<file path="src/rtl/bp_pkg.sv">
// Shared types and default sizing for the branch-history checkpoint block and its GHR.
// The optional statistics counters are enabled by defining BP_CKPT_STATS_EN.
package bp_pkg;

  localparam int HIST_LEN_DEFAULT = 32;
  localparam int DEPTH_DEFAULT    = 8;

  typedef enum logic {
    NORMAL,
    RESTORE
  } ckpt_state_e;

  typedef logic [$clog2(DEPTH_DEFAULT)-1:0] ckpt_ptr_t;

endpackage

</file>
<file path="src/rtl/bp_hist_checkpoint_if.sv">
// Predict/resolve/restore signal bundle between the frontend, the resolve path and the checkpoint store.
// master = the pipeline side driving pushes and resolves, slave = bp_hist_checkpoint.
interface bp_hist_checkpoint_if #(
  parameter int HIST_LEN = 32,
  parameter int DEPTH    = 8
);

  logic                       push_valid_i;
  logic                       push_ready_o;
  logic [HIST_LEN-1:0]        push_hist_i;
  logic                       resolve_valid_i;
  logic                       resolve_mispred_i;
  logic                       resolve_taken_i;
  logic                       restore_we_o;
  logic [HIST_LEN-1:0]        restore_hist_o;
  logic [$clog2(DEPTH):0]     count_o;
  logic                       empty_o;
  logic                       full_o;

  modport master (
    output push_valid_i, push_hist_i, resolve_valid_i, resolve_mispred_i, resolve_taken_i,
    input  push_ready_o, restore_we_o, restore_hist_o, count_o, empty_o, full_o
  );

  modport slave (
    input  push_valid_i, push_hist_i, resolve_valid_i, resolve_mispred_i, resolve_taken_i,
    output push_ready_o, restore_we_o, restore_hist_o, count_o, empty_o, full_o
  );

endinterface

</file>
<file path="src/rtl/bp_ckpt_ram.sv">
// DEPTH x HIST_LEN flop array holding GHR snapshots: one write port at the tail, one async read at the head.
module bp_ckpt_ram #(
  parameter int HIST_LEN = 32,
  parameter int DEPTH    = 8
) (
  input  logic                     clk_i,
  input  logic                     i_we,
  input  logic [$clog2(DEPTH)-1:0] i_waddr,
  input  logic [HIST_LEN-1:0]      i_wdata,
  input  logic [$clog2(DEPTH)-1:0] i_raddr,
  output logic [HIST_LEN-1:0]      o_rdata
);

  logic [HIST_LEN-1:0] r_mem [DEPTH];

  always_ff @(posedge clk_i) begin
    if (i_we) begin
      r_mem[i_waddr] <= i_wdata;
    end
  end

  assign o_rdata = r_mem[i_raddr];

endmodule

</file>
<file path="src/rtl/bp_hist_checkpoint.sv">
// GHR checkpoint FIFO: snapshots history per predicted branch and rewrites the GHR on a mispredict.
// Define BP_CKPT_STATS_EN to add saturating mispredict and push-stall counters.
module bp_hist_checkpoint
  import bp_pkg::*;
#(
  parameter int HIST_LEN = HIST_LEN_DEFAULT,
  parameter int DEPTH    = DEPTH_DEFAULT
) (
  input  logic                 clk_i,
  input  logic                 rst_ni,
  bp_hist_checkpoint_if.slave  bus
`ifdef BP_CKPT_STATS_EN
  ,
  output logic [31:0]          mispred_cnt_o,
  output logic [31:0]          stall_cnt_o
`endif
);

  localparam int PTR_W = $clog2(DEPTH);
  localparam int CNT_W = PTR_W + 1;

  logic [PTR_W-1:0]    r_head;
  logic [PTR_W-1:0]    r_tail;
  logic [CNT_W-1:0]    r_count;
  logic [HIST_LEN-1:0] r_restoreHist;
  ckpt_state_e         r_state;
  ckpt_state_e         w_stateNext;

  logic                w_empty;
  logic                w_full;
  logic                w_pushReady;
  logic                w_restoreWe;
  logic                w_resolveOk;
  logic                w_mispredAcc;
  logic                w_correctAcc;
  logic                w_pushAcc;
  logic [HIST_LEN-1:0] w_headHist;

  assign w_empty      = (r_count == '0);
  assign w_full       = (r_count == CNT_W'(DEPTH));
  assign w_resolveOk  = bus.resolve_valid_i && !w_empty && (r_state == NORMAL);
  assign w_mispredAcc = w_resolveOk && bus.resolve_mispred_i;
  assign w_correctAcc = w_resolveOk && !bus.resolve_mispred_i;
  // A push racing a mispredict is on the wrong path, so the flush wins.
  assign w_pushAcc    = bus.push_valid_i && w_pushReady && !w_mispredAcc;

  bp_ckpt_ram #(
    .HIST_LEN (HIST_LEN),
    .DEPTH    (DEPTH)
  ) u_ram (
    .clk_i    (clk_i),
    .i_we     (w_pushAcc),
    .i_waddr  (r_tail),
    .i_wdata  (bus.push_hist_i),
    .i_raddr  (r_head),
    .o_rdata  (w_headHist)
  );

  always_ff @(posedge clk_i) begin
    if (!rst_ni) begin
      r_state <= NORMAL;
    end else begin
      r_state <= w_stateNext;
    end
  end

  always_comb begin
    w_stateNext = r_state;
    w_restoreWe = 1'b0;
    w_pushReady = 1'b0;
    case (r_state)
      NORMAL: begin
        w_pushReady = !w_full;
        if (w_mispredAcc) begin
          w_stateNext = RESTORE;
        end
      end
      RESTORE: begin
        w_restoreWe = 1'b1;
        w_stateNext = NORMAL;
      end
      default: w_stateNext = NORMAL;
    endcase
  end

  always_ff @(posedge clk_i) begin
    if (!rst_ni) begin
      r_head  <= '0;
      r_tail  <= '0;
      r_count <= '0;
    end else if (w_mispredAcc) begin
      r_head  <= '0;
      r_tail  <= '0;
      r_count <= '0;
    end else begin
      if (w_pushAcc) begin
        r_tail <= r_tail + 1'b1;
      end
      if (w_correctAcc) begin
        r_head <= r_head + 1'b1;
      end
      case ({w_pushAcc, w_correctAcc})
        2'b10:   r_count <= r_count + 1'b1;
        2'b01:   r_count <= r_count - 1'b1;
        default: r_count <= r_count;
      endcase
    end
  end

  // Corrected history mirrors the GHR shift-left with the actual outcome in bit 0.
  always_ff @(posedge clk_i) begin
    if (!rst_ni) begin
      r_restoreHist <= '0;
    end else if (w_mispredAcc) begin
      r_restoreHist <= {w_headHist[HIST_LEN-2:0], bus.resolve_taken_i};
    end
  end

  assign bus.push_ready_o   = w_pushReady;
  assign bus.restore_we_o   = w_restoreWe;
  assign bus.restore_hist_o = r_restoreHist;
  assign bus.count_o        = r_count;
  assign bus.empty_o        = w_empty;
  assign bus.full_o         = w_full;

`ifdef BP_CKPT_STATS_EN
  logic [31:0] r_mispredCnt;
  logic [31:0] r_stallCnt;

  always_ff @(posedge clk_i) begin
    if (!rst_ni) begin
      r_mispredCnt <= '0;
      r_stallCnt   <= '0;
    end else begin
      if (w_mispredAcc && (r_mispredCnt != 32'hFFFF_FFFF)) begin
        r_mispredCnt <= r_mispredCnt + 32'd1;
      end
      if (bus.push_valid_i && !w_pushReady && (r_stallCnt != 32'hFFFF_FFFF)) begin
        r_stallCnt <= r_stallCnt + 32'd1;
      end
    end
  end

  assign mispred_cnt_o = r_mispredCnt;
  assign stall_cnt_o   = r_stallCnt;
`endif

endmodule
</file>
<file path="src/flat_wrapper.sv">
// flat-port wrapper written by rule: the top's interface ports become plain ports
module bp_hist_checkpoint_flat import bp_pkg::*;
#(
  parameter int HIST_LEN = HIST_LEN_DEFAULT,
  parameter int DEPTH    = DEPTH_DEFAULT
)
  (clk_i, rst_ni, bus_push_valid_i, bus_push_hist_i, bus_resolve_valid_i, bus_resolve_mispred_i, bus_resolve_taken_i, bus_push_ready_o, bus_restore_we_o, bus_restore_hist_o, bus_count_o, bus_empty_o, bus_full_o);
  bp_hist_checkpoint_if #(.HIST_LEN(HIST_LEN), .DEPTH(DEPTH)) bus_i ();
  input  logic clk_i;
  input  logic rst_ni;
  input wire logic [$bits(bus_i.push_valid_i)-1:0] bus_push_valid_i;
  input wire logic [$bits(bus_i.push_hist_i)-1:0] bus_push_hist_i;
  input wire logic [$bits(bus_i.resolve_valid_i)-1:0] bus_resolve_valid_i;
  input wire logic [$bits(bus_i.resolve_mispred_i)-1:0] bus_resolve_mispred_i;
  input wire logic [$bits(bus_i.resolve_taken_i)-1:0] bus_resolve_taken_i;
  output wire logic [$bits(bus_i.push_ready_o)-1:0] bus_push_ready_o;
  output wire logic [$bits(bus_i.restore_we_o)-1:0] bus_restore_we_o;
  output wire logic [$bits(bus_i.restore_hist_o)-1:0] bus_restore_hist_o;
  output wire logic [$bits(bus_i.count_o)-1:0] bus_count_o;
  output wire logic [$bits(bus_i.empty_o)-1:0] bus_empty_o;
  output wire logic [$bits(bus_i.full_o)-1:0] bus_full_o;
  assign bus_i.push_valid_i = bus_push_valid_i;
  assign bus_i.push_hist_i = bus_push_hist_i;
  assign bus_i.resolve_valid_i = bus_resolve_valid_i;
  assign bus_i.resolve_mispred_i = bus_resolve_mispred_i;
  assign bus_i.resolve_taken_i = bus_resolve_taken_i;
  assign bus_push_ready_o = bus_i.push_ready_o;
  assign bus_restore_we_o = bus_i.restore_we_o;
  assign bus_restore_hist_o = bus_i.restore_hist_o;
  assign bus_count_o = bus_i.count_o;
  assign bus_empty_o = bus_i.empty_o;
  assign bus_full_o = bus_i.full_o;
  bp_hist_checkpoint #(.HIST_LEN(HIST_LEN), .DEPTH(DEPTH)) u_core (.clk_i(clk_i), .rst_ni(rst_ni), .bus(bus_i));
endmodule
</file>
<file path="config.mk">
export PLATFORM = sky130hd
export DESIGN_NAME = bp_hist_checkpoint_flat
export DESIGN_NICKNAME = d
export VERILOG_FILES = /design/src/rtl/bp_pkg.sv /design/src/rtl/bp_hist_checkpoint_if.sv /design/src/rtl/bp_ckpt_ram.sv /design/src/rtl/bp_hist_checkpoint.sv /design/src/flat_wrapper.sv
export SDC_FILE = /design/constraint.sdc
export NUM_CORES = 1
export LEC_CHECK = 0
export ABC_AREA = 0
export CELL_PAD_IN_SITES_DETAIL_PLACEMENT = 0
export CELL_PAD_IN_SITES_GLOBAL_PLACEMENT = 2
export CORE_MARGIN = 2
export CORE_UTILIZATION = 35
export DETAILED_ROUTE_END_ITERATION = 12
export PLACE_DENSITY = 0.71
export SYNTH_ARGS = -nofsm -noshare
export SYNTH_HDL_FRONTEND = slang
export SYNTH_SLANG_ARGS = --single-unit
export TNS_END_PERCENT = 50
</file>
<file path="constraint.sdc">
create_clock -name clk_i -period 6.5 [get_ports clk_i]
set_clock_uncertainty 0.1 [all_clocks]
set_input_delay 1.625 -clock clk_i [delete_from_list [all_inputs] [get_ports clk_i]]
set_output_delay 1.625 -clock clk_i [all_outputs]
set_load 0.05 [all_outputs]
</file>
---- Word-level counts from Yosys, hierarchy flattened ----
Memories as Yosys holds them, arrays and structs flattened. A register that Yosys moved wholly into a read port is not among the register bits.
Index checks and enable logic that the tools add are counted.
word-level totals
  flip-flop bits (word level) ............. 43
  bits in writable memories ............... 256
  input bits .............................. 38
  output and inout port bits .............. 40
  logic and storage cells ................. 36
  memories kept ........................... 1
cells by class
  add/sub/neg operators ................... 4
  eq/ne operators ......................... 3
  mux-type cells .......................... 7
  bitwise gates (word level) .............. 2
  reduce and logical (&&, ||, !) cells .... 14
memories
  memory              words  bits a word  rd ports  clocked after Yosys merged registers in  write ports  RTL line           RTL
  u_core.u_ram.r_mem  8      32           1         1                                        1            bp_ckpt_ram.sv:14  logic [HIST_LEN-1:0] r_mem [DEPTH];
operators by type and width
  kind                                                                 number
  4-bit case mux with 2 select lines                                   1
  3-bit by 1-bit adder with 3-bit output (second input constant)       2
  1-bit logical AND                                                    6
  1-bit logical NOT                                                    5
  1-bit 2-to-1 mux                                                     5
  4-bit by 1-bit adder with 4-bit output (second input constant)       1
  4-bit == test (second input constant)                                1
  4-bit logical NOT                                                    1
  4-bit by 1-bit subtractor with 4-bit output (second input constant)  1
  2-bit by 1-bit == test with 1-bit output (second input constant)     1
  2-bit == test (second input constant)                                1
  1-bit NOT                                                            2
  1-bit case mux with 2 select lines                                   1
  2-bit nonzero test                                                   1
  2-bit OR reduction                                                   1

---- Depth between registers and ports, before layout ----
Gate-level depths: netlist (run 1).
  word-level depth ........................ 9
  depth in mapped cells ................... 10
  gate-level depth less buffers ........... 10

---- By module ----
A second synthesis (run 1) with hierarchy kept.
unflattened totals
  cells, all modules ...................... 591
  area, all modules ....................... 11672.4 µm²
by module, submodules not included
  module              times used  cells each  area an instance (µm²)  seq. area each (µm²)
  bp_ckpt_ram         1           383         9825.7                  7687.4
  bp_hist_checkpoint  1           208         1846.8                  860.8

---- Worst setup path after synthesis (run 1) ----
No wires, ideal clock.
  path kind ............................... input to register
  from .................................... input port bus_resolve_valid_i
  to ...................................... memory u_core.u_ram.r_mem[0][0], enable pin
  library setup time ...................... 458 ps
  arrival time ............................ 4576 ps
  data required time ...................... 5942 ps
  setup slack ............................. 1366 ps
  stages .................................. 4
  buffers on the path ..................... 0
  cells stage by stage .................... and3b_1 a2111oi_4 nand2b_2 nor3_1
on the way
  cells in the longest elaborated chain, start to end .. 7
RTL lines
  what                                    RTL line                  RTL
  start, declared                         flat_wrapper.sv:13        input wire logic [$bits(bus_i.resolve_valid_i)-1:0] bus_resolve_valid_i;
  1-bit logical AND (2 in a row)          bp_hist_checkpoint.sv:41  assign w_resolveOk = bus.resolve_valid_i && !w_empty && (r_state == NORMAL);
  1-bit logical AND                       bp_hist_checkpoint.sv:42  assign w_mispredAcc = w_resolveOk && bus.resolve_mispred_i;
  1-bit logical NOT                       bp_hist_checkpoint.sv:45  assign w_pushAcc = bus.push_valid_i && w_pushReady && !w_mispredAcc;
  1-bit logical AND                       bp_hist_checkpoint.sv:45
  1-bit 2-to-1 mux                        bp_ckpt_ram.sv:17         if (i_we) begin
  1-bit 2-to-1 mux (implied by the code)  bp_ckpt_ram.sv:18         r_mem[i_waddr] <= i_wdata;
  end, declared                           bp_ckpt_ram.sv:14
Every way passes these cells.

---- Worst setup path in the final report (run 1) ----
  from .................................... register u_core.r_count[0], in the netlist u_core.bus.count_o[0]
  to ...................................... output port bus_full_o
on the way
  cells in the longest elaborated chain, start to end .. 1
RTL lines
  what                    RTL line                   RTL
  start, declared         bp_hist_checkpoint.sv:24   logic [CNT_W-1:0] r_count;
  start signal, assigned  bp_hist_checkpoint.sv:103  2'b10: r_count <= r_count + 1'b1;
  start signal, assigned  bp_hist_checkpoint.sv:104  2'b01: r_count <= r_count - 1'b1;
  start signal, assigned  bp_hist_checkpoint.sv:105  default: r_count <= r_count;
  4-bit == test           bp_hist_checkpoint.sv:40   assign w_full = (r_count == CNT_W'(DEPTH));
  end, declared           flat_wrapper.sv:21         output wire logic [$bits(bus_i.full_o)-1:0] bus_full_o;
Every way passes these cells.

==> run summary, run 1 <==
After synthesis, the netlist uses 34 different library cells. Once the floorplan was initialized, standard cells occupied 35.3% of the core. The number of hold violations in the final report was 0; the static leakage power was 0.00423 uW.

During synthesis, Yosys emitted a total of 0 warnings. Data arrives at the worst endpoint at 2.60 ns. Summed over all failing endpoints, the final setup total negative slack is 0 ns. The total area inside the core boundary comes to 30400 um2.

Counting flops with a built-in enable in the synthesized netlist gives 248. In this run the tool buffered the top-level ports with 76 buffer cells. For the total clock buffers created by CTS, the log shows 31. Highest clock rate: 0.231 GHz.

Placer congestion estimate: 0.682. The logs give 1 for the deepest level of the CTS H-tree and 12100 um2 for the area of placed instances. The cell count of the worst reg-to-reg path works out to 5. Dividing total power by cell area gives a power density of 377 nW/um2. The die is 179 um wide.

Counting every net in the synthesized netlist gives 587. The run gives 78 as the number of I/O pins. The run gives 0 as the quantity of hold-fixing buffers added after cts. In the global route stage, met2 resource usage came out at 24.3%. The final worst hold slack was 0.334 ns.

Clock-pin slew was measured on the worst setup and hold paths at 0.06 ns. Along the worst path, the maximum fanout reaches 6. Average instance area after synthesis: 19.8 um2. The cell type group with the largest total delay on the critical path was buffers and inverters.

Wires add up to 21.9 mm. TritonCTS built the clock tree. In the synthesized netlist the dominant register cell turns out to be edfxtp_1. The ratio of cells with drive above 1 in the final layout was 21.1%; the final routed wire length divided by cell count was 20.6 um.

The area of the mapped netlist is 10800 um2, and the latest clock arrival within the worst-skew pair is 0.56 ns. For hold timing, the worst endpoint is u_core.bus.restore_hist_o[17]$_SDFFE_PN0P_. Counting the fill cells in the layout gives 2666. The number of antenna violations at the first check in global routing is 1.

The run gives 0 as the count of pins over their slew limit. At the pin with the least slew margin, the transition time is 1.10 ns. The floorplan step set the die height to 179 um. The tools report the start point of the worst min-delay path as u_core.bus.restore_hist_o[17]$_SDFFE_PN0P_. The start-to-end type of the worst setup path was reg2out. Entering global routing, the biggest net connects 65 pins. The run finished with clean final reports. The cell chosen for the clock root was clkbuf_16.

The cell count after synthesis came out at 543. For the met3 capacity usage during global routing, the log shows 2.52%. STA classifies the critical path startpoint as a flip-flop. Detailed placement finished with a half-perimeter wire length of 12.1 mm. The clock sink count was 291. Busiest layer in global routing: met2. The wire length of the first global-routing pass is 33.0 mm, and the buffer depth of the longest clock path is 3. Summed over all layers, the global routing overflow is 0. Delay of the slowest critical-path stage: 0.94 ns.

The worst hold path depth was 2. The total setup buffers inserted after CTS came out at 0. The number of max-cap violations is 0, and the number of antenna-violating nets in the routed design is 0. Reg-to-reg endpoint: u_core.u_ram.r_mem[5][1]$_DFFE_PP_. The register bit total from synthesis came out at 291. In this run the worst hold path is classified as reg2reg. The worst pin sits at a relative slew slack of 26.8%. The sequential cells in the finished layout cover a total of 8310 um2. The via count of the routed design is 5281. Setup repair after global routing left no endpoint under its margin. The async set-reset flop share out of synthesis was 0%. The layout net count is 687. VDD sags by at most 0.189 mV. Relative to the synthesized area, the layout overhead comes to 22.1%.

The number of antenna diodes in the final layout is 0. The number of global-route vias before repair was 5608; the total area of multi-input combinational cells was 2400 um2. The library cells used most frequently in the layout, excluding fill and tap cells, are 248 x edfxtp_1, 76 x clkdlybuf4s50_1, 66 x nand2_1. The worst path required time is 4.78 ns.

Traced cell by cell, the critical path runs through nor4b_2, clkdlybuf4s50_1. The first detailed-routing pass took 4 iterations. The die covers 32200 um2. The initialized floorplan defines 64 standard-cell rows. The slowest stage of the critical path is the clkdlybuf4s50_1 cell.

The logs give 13100 um2 for the total non-filler cell area in the finished layout and 77.2% for the share of synthesized area occupied by flip-flops and latches. For met1 alone, demand over resource in global routing was 17.2%. Leading cell type in the layout, fill and taps excluded: edfxtp_1. After clock tree synthesis, the repair step resized 0 gates. Setup violations remaining at the end of the flow were counted as 0. The tools report the start of the worst register-to-register path as u_core.bus.count_o[0]$_SDFFE_PP0P_.

The routed design could run at a clock period as short as 4.33 ns. Worst path buffer plus inverter count: 1. After detailed routing, the number of vias per cell comes to 4.96. Global routing used 13.9% of the available tracks. The count of routing violations after the opening detailed-route iteration is 301, and the register-to-register path setup slack is 3.38 ns.

Dividing the final minimum period by the clock period gives 66.6%. The tools report the critical path endpoint category as an output port. For this run, design rule violations remaining after detail routing come to 0.
[synthesized netlist by cell type (all sizes together), types with 3 or more instances]
master  instances  area [um2]
edfxtp        248        7450
nand2          67         254
mux4           62        1400
dfxtp          43         861
a22oi          31         233
nor2           19        71.3
clkbuf         14        52.6
buf             9        45.0
nor3            7        35.0
inv             6        22.5
a21oi           5        25.0
ha              5        62.6
nand2b          4        27.5
xnor2           3        26.3
[worst register-to-register path, cell delays in order, from the launching register on]
cell       delay, ns
dfxtp_1         0.38
or4_4           0.60
a2111oi_4       0.50
nand2_2         0.24
nor2_4          0.52
buf_4           0.43
[worst max-delay path by stage]
| stage | from | end | depth (start not counted) |
|---|---|---|---|
| floorplan | bus_resolve_valid_i | u_core.u_ram.r_mem[0][0]$_DFFE_PP_ | 4 |
| global placement | bus_resolve_mispred_i | u_core.u_ram.r_mem[2][6]$_DFFE_PP_ | 6 |
| detailed placement | bus_resolve_mispred_i | u_core.u_ram.r_mem[3][6]$_DFFE_PP_ | 6 |
| CTS | u_core.bus.count_o[0]$_SDFFE_PP0P_ | bus_full_o | 2 |
| global route | u_core.bus.count_o[3]$_SDFFE_PP0P_ | bus_full_o | 2 |
| finish | u_core.bus.count_o[0]$_SDFFE_PP0P_ | bus_full_o | 2 |
[where the power goes]
part	internal, uW	leakage, uW	switching, uW
clock network	1070	0.000502	699
registers	2180	0.00260	109
logic	401	0.00113	494
[cells by family after synthesis]
| family | after synthesis | synth area share, % |
|---|---|---|
| buf+inv | 29 | 1.12 |
| simple gates | 107 | 4.40 |
| flops | 291 | 77.2 |
| xor+xnor | 5 | 0.407 |
| fa+ha+maj | 6 | 0.768 |
| mux | 63 | 13.1 |
| compound gates | 42 | 3.00 |
[sequential cells by signal (all words and copies together) (netlist names)]
name                       flops
u_core.bus.count_o             4
u_core.bus.restore_hist_o     32
u_core.r_head                  3
u_core.r_state                 1
u_core.u_ram.r_mem           248
u_core.r_tail                  3
[through the flow]
step / setup WS, ns / utilization [%] / total power (uW) / cells
6_report: 2.17 / 43.2 / 4960 / 1064
5_1_grt: 2.03 / 43.2 / 5160 / 1064
4_1_cts: 2.13 / 43.2 / 5030 / 1064
3_5_place_dp: 1.91 / 39.8 / 3250 / 1006
3_3_place_gp: 1.98 / 39.8 / 3220 / 1006
2_1_floorplan: 1.37 / - / 2960 / 543
[layer usage]
| metal | wire length (um) | up-vias |
|---|---|---|
| li1 | - | 2389 |
| met1 | 9160 | 2728 |
| met2 | 11100 | 114 |
| met3 | 897 | 48 |
| met4 | 727 | 2 |
| met5 | 12 | - |
[layout make-up]
type	instances	area share [%]
Sequential cell	291	63.3
Multi-Input combinational cell	223	18.3
Timing Repair Buffer	90	6.59
Clock buffer	37	6.08
Tap cell	396	3.77
Clock inverter	21	1.79
Inverter	6	0.171
Note: power is estimated with default switching activity, not from simulation.
==> inputs of run 2 (changes only) <==
--- a/config.mk
+++ b/config.mk
@@ -11,7 +11,7 @@
 export CORE_MARGIN = 2
 export CORE_UTILIZATION = 35
 export DETAILED_ROUTE_END_ITERATION = 12
-export PLACE_DENSITY = 0.71
+export PLACE_DENSITY = 0.73
 export SYNTH_ARGS = -nofsm -noshare
 export SYNTH_HDL_FRONTEND = slang
 export SYNTH_SLANG_ARGS = --single-unit
==> constraint.sdc (replaced) <==
create_clock -name clk_i -period 3.6 [get_ports clk_i]
set_clock_uncertainty 0.1 [all_clocks]
set_input_delay 0.9 -clock clk_i [delete_from_list [all_inputs] [get_ports clk_i]]
set_output_delay 0.9 -clock clk_i [all_outputs]
set_load 0.05 [all_outputs]
==> run 2 against run 1 <==
Effect of this change:
- global-route usage decreased by 0.42 points
- total power rose by 74%
- die area unchanged
- utilization is 0.39 points higher
- non-clock buffer count rose by 16
- via count decreased by 0.91%
- design area is 0.91% higher
==> run summary, run 2 (synthesized netlist as in run 1, its figures left out) <==
The run finished with clean final reports. The count of input and output buffers was 76 (unchanged). The total setup buffers inserted after CTS is 0 (unchanged), and the combined global-route utilization of all metal layers is 13.5% (-0.42 points). Leading cell type in the layout, fill and taps excluded: edfxtp_1.

The setup violation total in the final timing report was 0 (unchanged). The clock transition at the registers of the reported paths was 0.07 ns (about the same). The logs give 0 (unchanged) for the total global routing overflow and 0.0872 ns (-2.09 ns) for the slack of the critical path.

The static leakage power came out at 0.00427 uW (+0.90%). The run gives 0 (-1) as the number of antenna violations at the first check in global routing. The worst path required time is 2.60 ns (-2.18 ns), and the number of flip-flops under the largest register name is 248 (unchanged). The tightest min-delay check is of the reg2reg type. Tracing the worst setup path back leads to its startpoint at u_core.bus.count_o[0]$_SDFFE_PP0P_. Static timing analysis puts the maximum clock frequency at 0.285 GHz.

The signed area change from the synthesized netlist to the final layout works out to 23.2%. The tools report the latest clock arrival within the worst-skew pair as 0.54 ns (-0.02 ns). The worst slew slack as a fraction of its limit is 54.1% (+27 points). The post-route minimum period came out at 3.51 ns. The tools report the layout net count as 701 (+2.0%). Maximum fanout along the worst path: 7 (+1).

The tools report the final cell count without fillers as 1074 (+0.94%). The critical path launch point type is a flip-flop. The count of routing violations after the opening detailed-route iteration is 320 (+6.3%).

In this design, the largest share of critical-path delay is due to buffers and inverters. The worst-path cell with the longest stage delay was clkdlybuf4s50_1. Counting flops per register, the top entry is u_core.u_ram.r_mem. In this run the critical register-to-register path is captured at u_core.bus.count_o[3]$_SDFFE_PP0P_. The placer congestion estimate is 0.698 (+2.4%). The tools report the number of inserted diodes as 0 (unchanged). The number of cells on the critical path came out at 3 (+1). Number of fill cells: 2631 (-1.3%).

The number of antenna-violating nets in the routed design is 0 (unchanged), and the worst path buffer plus inverter count is 2 (+1). The clock sink count came out at 291 (unchanged). The number of vias per cell after detailed routing was 4.87 (-1.8%).

The startpoint identified for the worst register-to-register timing path is u_core.bus.count_o[0]$_SDFFE_PP0P_. The tools report the worst setup path endpoint as bus_empty_o. Cell chosen for the clock root: clkbuf_16. TritonCTS built the clock tree.

The final critical-path share of the clock period is 97.6%, and the delay of the slowest critical-path stage is 0.83 ns (-0.11 ns). The number of I/O pins is 78 (unchanged), and the ratio of cells with drive above 1 in the final layout is 22.0% (+0.87 points). The tools report the critical path endpoint category as an output port.

The via count of the routed design was 5233 (-0.91%); the register-to-register path setup slack was 0.73 ns (-2.65 ns). The final routed wire length divided by cell count is 19.9 um (-3.6%), and the ratio of total power to cell area is 651 nW/um2 (+73%). The run gives 0 (unchanged) as the post-cts repair resize count. The number of rows created at floorplan came out at 64 (unchanged). For the maximum VDD drop, the log shows 0.338 mV (+79%). The run gives 35.3% (unchanged) as the initial core utilization. Buffer depth of the longest clock path: 3 (unchanged).

The pin count of the biggest net entering global routing came out at 37 (-43%). Setup repair after global routing left no endpoint under its margin. The transition at the pin with the smallest max-transition slack was 0.688 ns (-0.407 ns). Number of hold violations in the final report: 0 (unchanged).

The overall die width was 179 um (unchanged); the critical path arrival was 2.51 ns (-0.09 ns). The logs give 12.9 mm (+6.2%) for the half-perimeter wire length after detailed placement and 32.5 mm (-1.4%) for the wire length of the first global-routing pass. For the overall routed net length, the log shows 21.3 mm (-2.7%). The top cell types in the final layout, fill and taps aside, are 248 x edfxtp_1, 76 x clkdlybuf4s50_1, 66 x nand2_1. Start-to-end type of the worst setup path: reg2out.

The die area is 32200 um2 (unchanged), and the number of global-route vias before repair is 5468 (-2.5%). The total area of multi-input combinational cells came out at 2410 um2 (+0.26%). For the detailed-router iteration count before antenna repair, the log shows 4 (unchanged).

The worst setup slack before clock tree synthesis is 0.0832 ns (-1.83 ns), and the count of pins over their slew limit is 0 (unchanged). The number of placed cells counting well taps is 1022 (+1.6%), and the total clock buffers created by CTS is 29 (-6.5%). Register area: 8310 um2 (unchanged). Walking the worst path, the cells encountered are or4_4, inv_2, clkdlybuf4s50_1. The tools report the number of max-cap violations as 0 (unchanged).

The vertical extent of the die is 179 um (unchanged). The tools report the deepest level of the CTS H-tree as 1 (unchanged). The detailed-route DRC error count is 0 (unchanged), and the core box area is 30400 um2 (unchanged). The quantity of hold-fixing buffers added after cts is 0 (unchanged), and the cell count of the worst reg-to-reg path is 9 (+4).
## run 2: changes by cell type in the layout (fill, tap and decap cells not counted), sizes merged
cell | before | now
clkinv | 12 | 11
bufinv | 5 | 2
buf | 14 | 30
clkbuf | 37 | 35
## run 2: cell type report
cell class	instances	area share, %
Clock buffer	35	5.64
Clock inverter	17	1.07
Inverter	6	0.170
Multi-Input combinational cell	223	18.2
Sequential cell	291	62.7
Tap cell	396	3.74
Timing Repair Buffer	106	8.48
## run 2: metal layers
metal  share of wire (%)  track usage (%)
met1                  43             18.2
met2                  50             22.5
met3                 5.4             2.71
met4                 1.7             3.33
met5                   0                0
## run 2: metrics by stage
| step | hold slack [ns] | setup TNS, ns | instance area (um2) | total power, uW | util (%) |
|---|---|---|---|---|---|
| 2_1_floorplan | 0.365 | -25.01 | 10800 | 5340 | - |
| 3_3_place_gp | 0.327 | 0 | 12400 | 5890 | 40.6 |
| 3_5_place_dp | 0.329 | 0 | 12400 | 5940 | 40.6 |
| 4_1_cts | 0.338 | 0 | 13300 | 8760 | 43.6 |
| 5_1_grt | 0.358 | 0 | 13300 | 9030 | 43.6 |
| 6_report | 0.334 | 0 | 13300 | 8640 | 43.6 |
## run 2: how the worst min path moves through the flow
stage,cells after the start,to,from,slack [ns]
after floorplan,1,u_core.r_tail[0]$_SDFFE_PP0P_,u_core.r_tail[0]$_SDFFE_PP0P_,0.37
after global placement,2,u_core.bus.restore_hist_o[10]$_SDFFE_PN0P_,u_core.bus.restore_hist_o[10]$_SDFFE_PN0P_,0.33
after detailed placement,2,u_core.bus.restore_hist_o[17]$_SDFFE_PN0P_,u_core.bus.restore_hist_o[17]$_SDFFE_PN0P_,0.33
after CTS,2,u_core.bus.restore_hist_o[17]$_SDFFE_PN0P_,u_core.bus.restore_hist_o[17]$_SDFFE_PN0P_,0.34
after global routing,2,u_core.bus.restore_hist_o[17]$_SDFFE_PN0P_,u_core.bus.restore_hist_o[17]$_SDFFE_PN0P_,0.36
final,2,u_core.bus.restore_hist_o[17]$_SDFFE_PN0P_,u_core.bus.restore_hist_o[17]$_SDFFE_PN0P_,0.33
## run 2: tightest hold or removal path: stages (launching register included)
cell and delay, ns:
dfxtp_1 0.31, nand2_1 0.05, nand2_1 0.04
## run 2: power breakdown
| part | switching [uW] | internal, uW | total, uW | leakage [uW] |
|---|---|---|---|---|
| clock network | 1190 | 1620 | 2810 | 0.000427 |
| registers | 203 | 3940 | 4140 | 0.00260 |
| logic | 899 | 784 | 1680 | 0.00124 |
| total | 2300 | 6340 | 8640 | 0.00427 |
==> inputs of run 3 (changes only) <==
--- a/config.mk
+++ b/config.mk
@@ -11,6 +11,7 @@
 export CORE_MARGIN = 2
 export CORE_UTILIZATION = 35
 export DETAILED_ROUTE_END_ITERATION = 12
+export HOLD_SLACK_MARGIN = 0.08
 export PLACE_DENSITY = 0.73
 export SYNTH_ARGS = -nofsm -noshare
 export SYNTH_HDL_FRONTEND = slang
==> results of run 3 <==
Same layout as run 2: the final DEF is identical, and so are final timing and power.
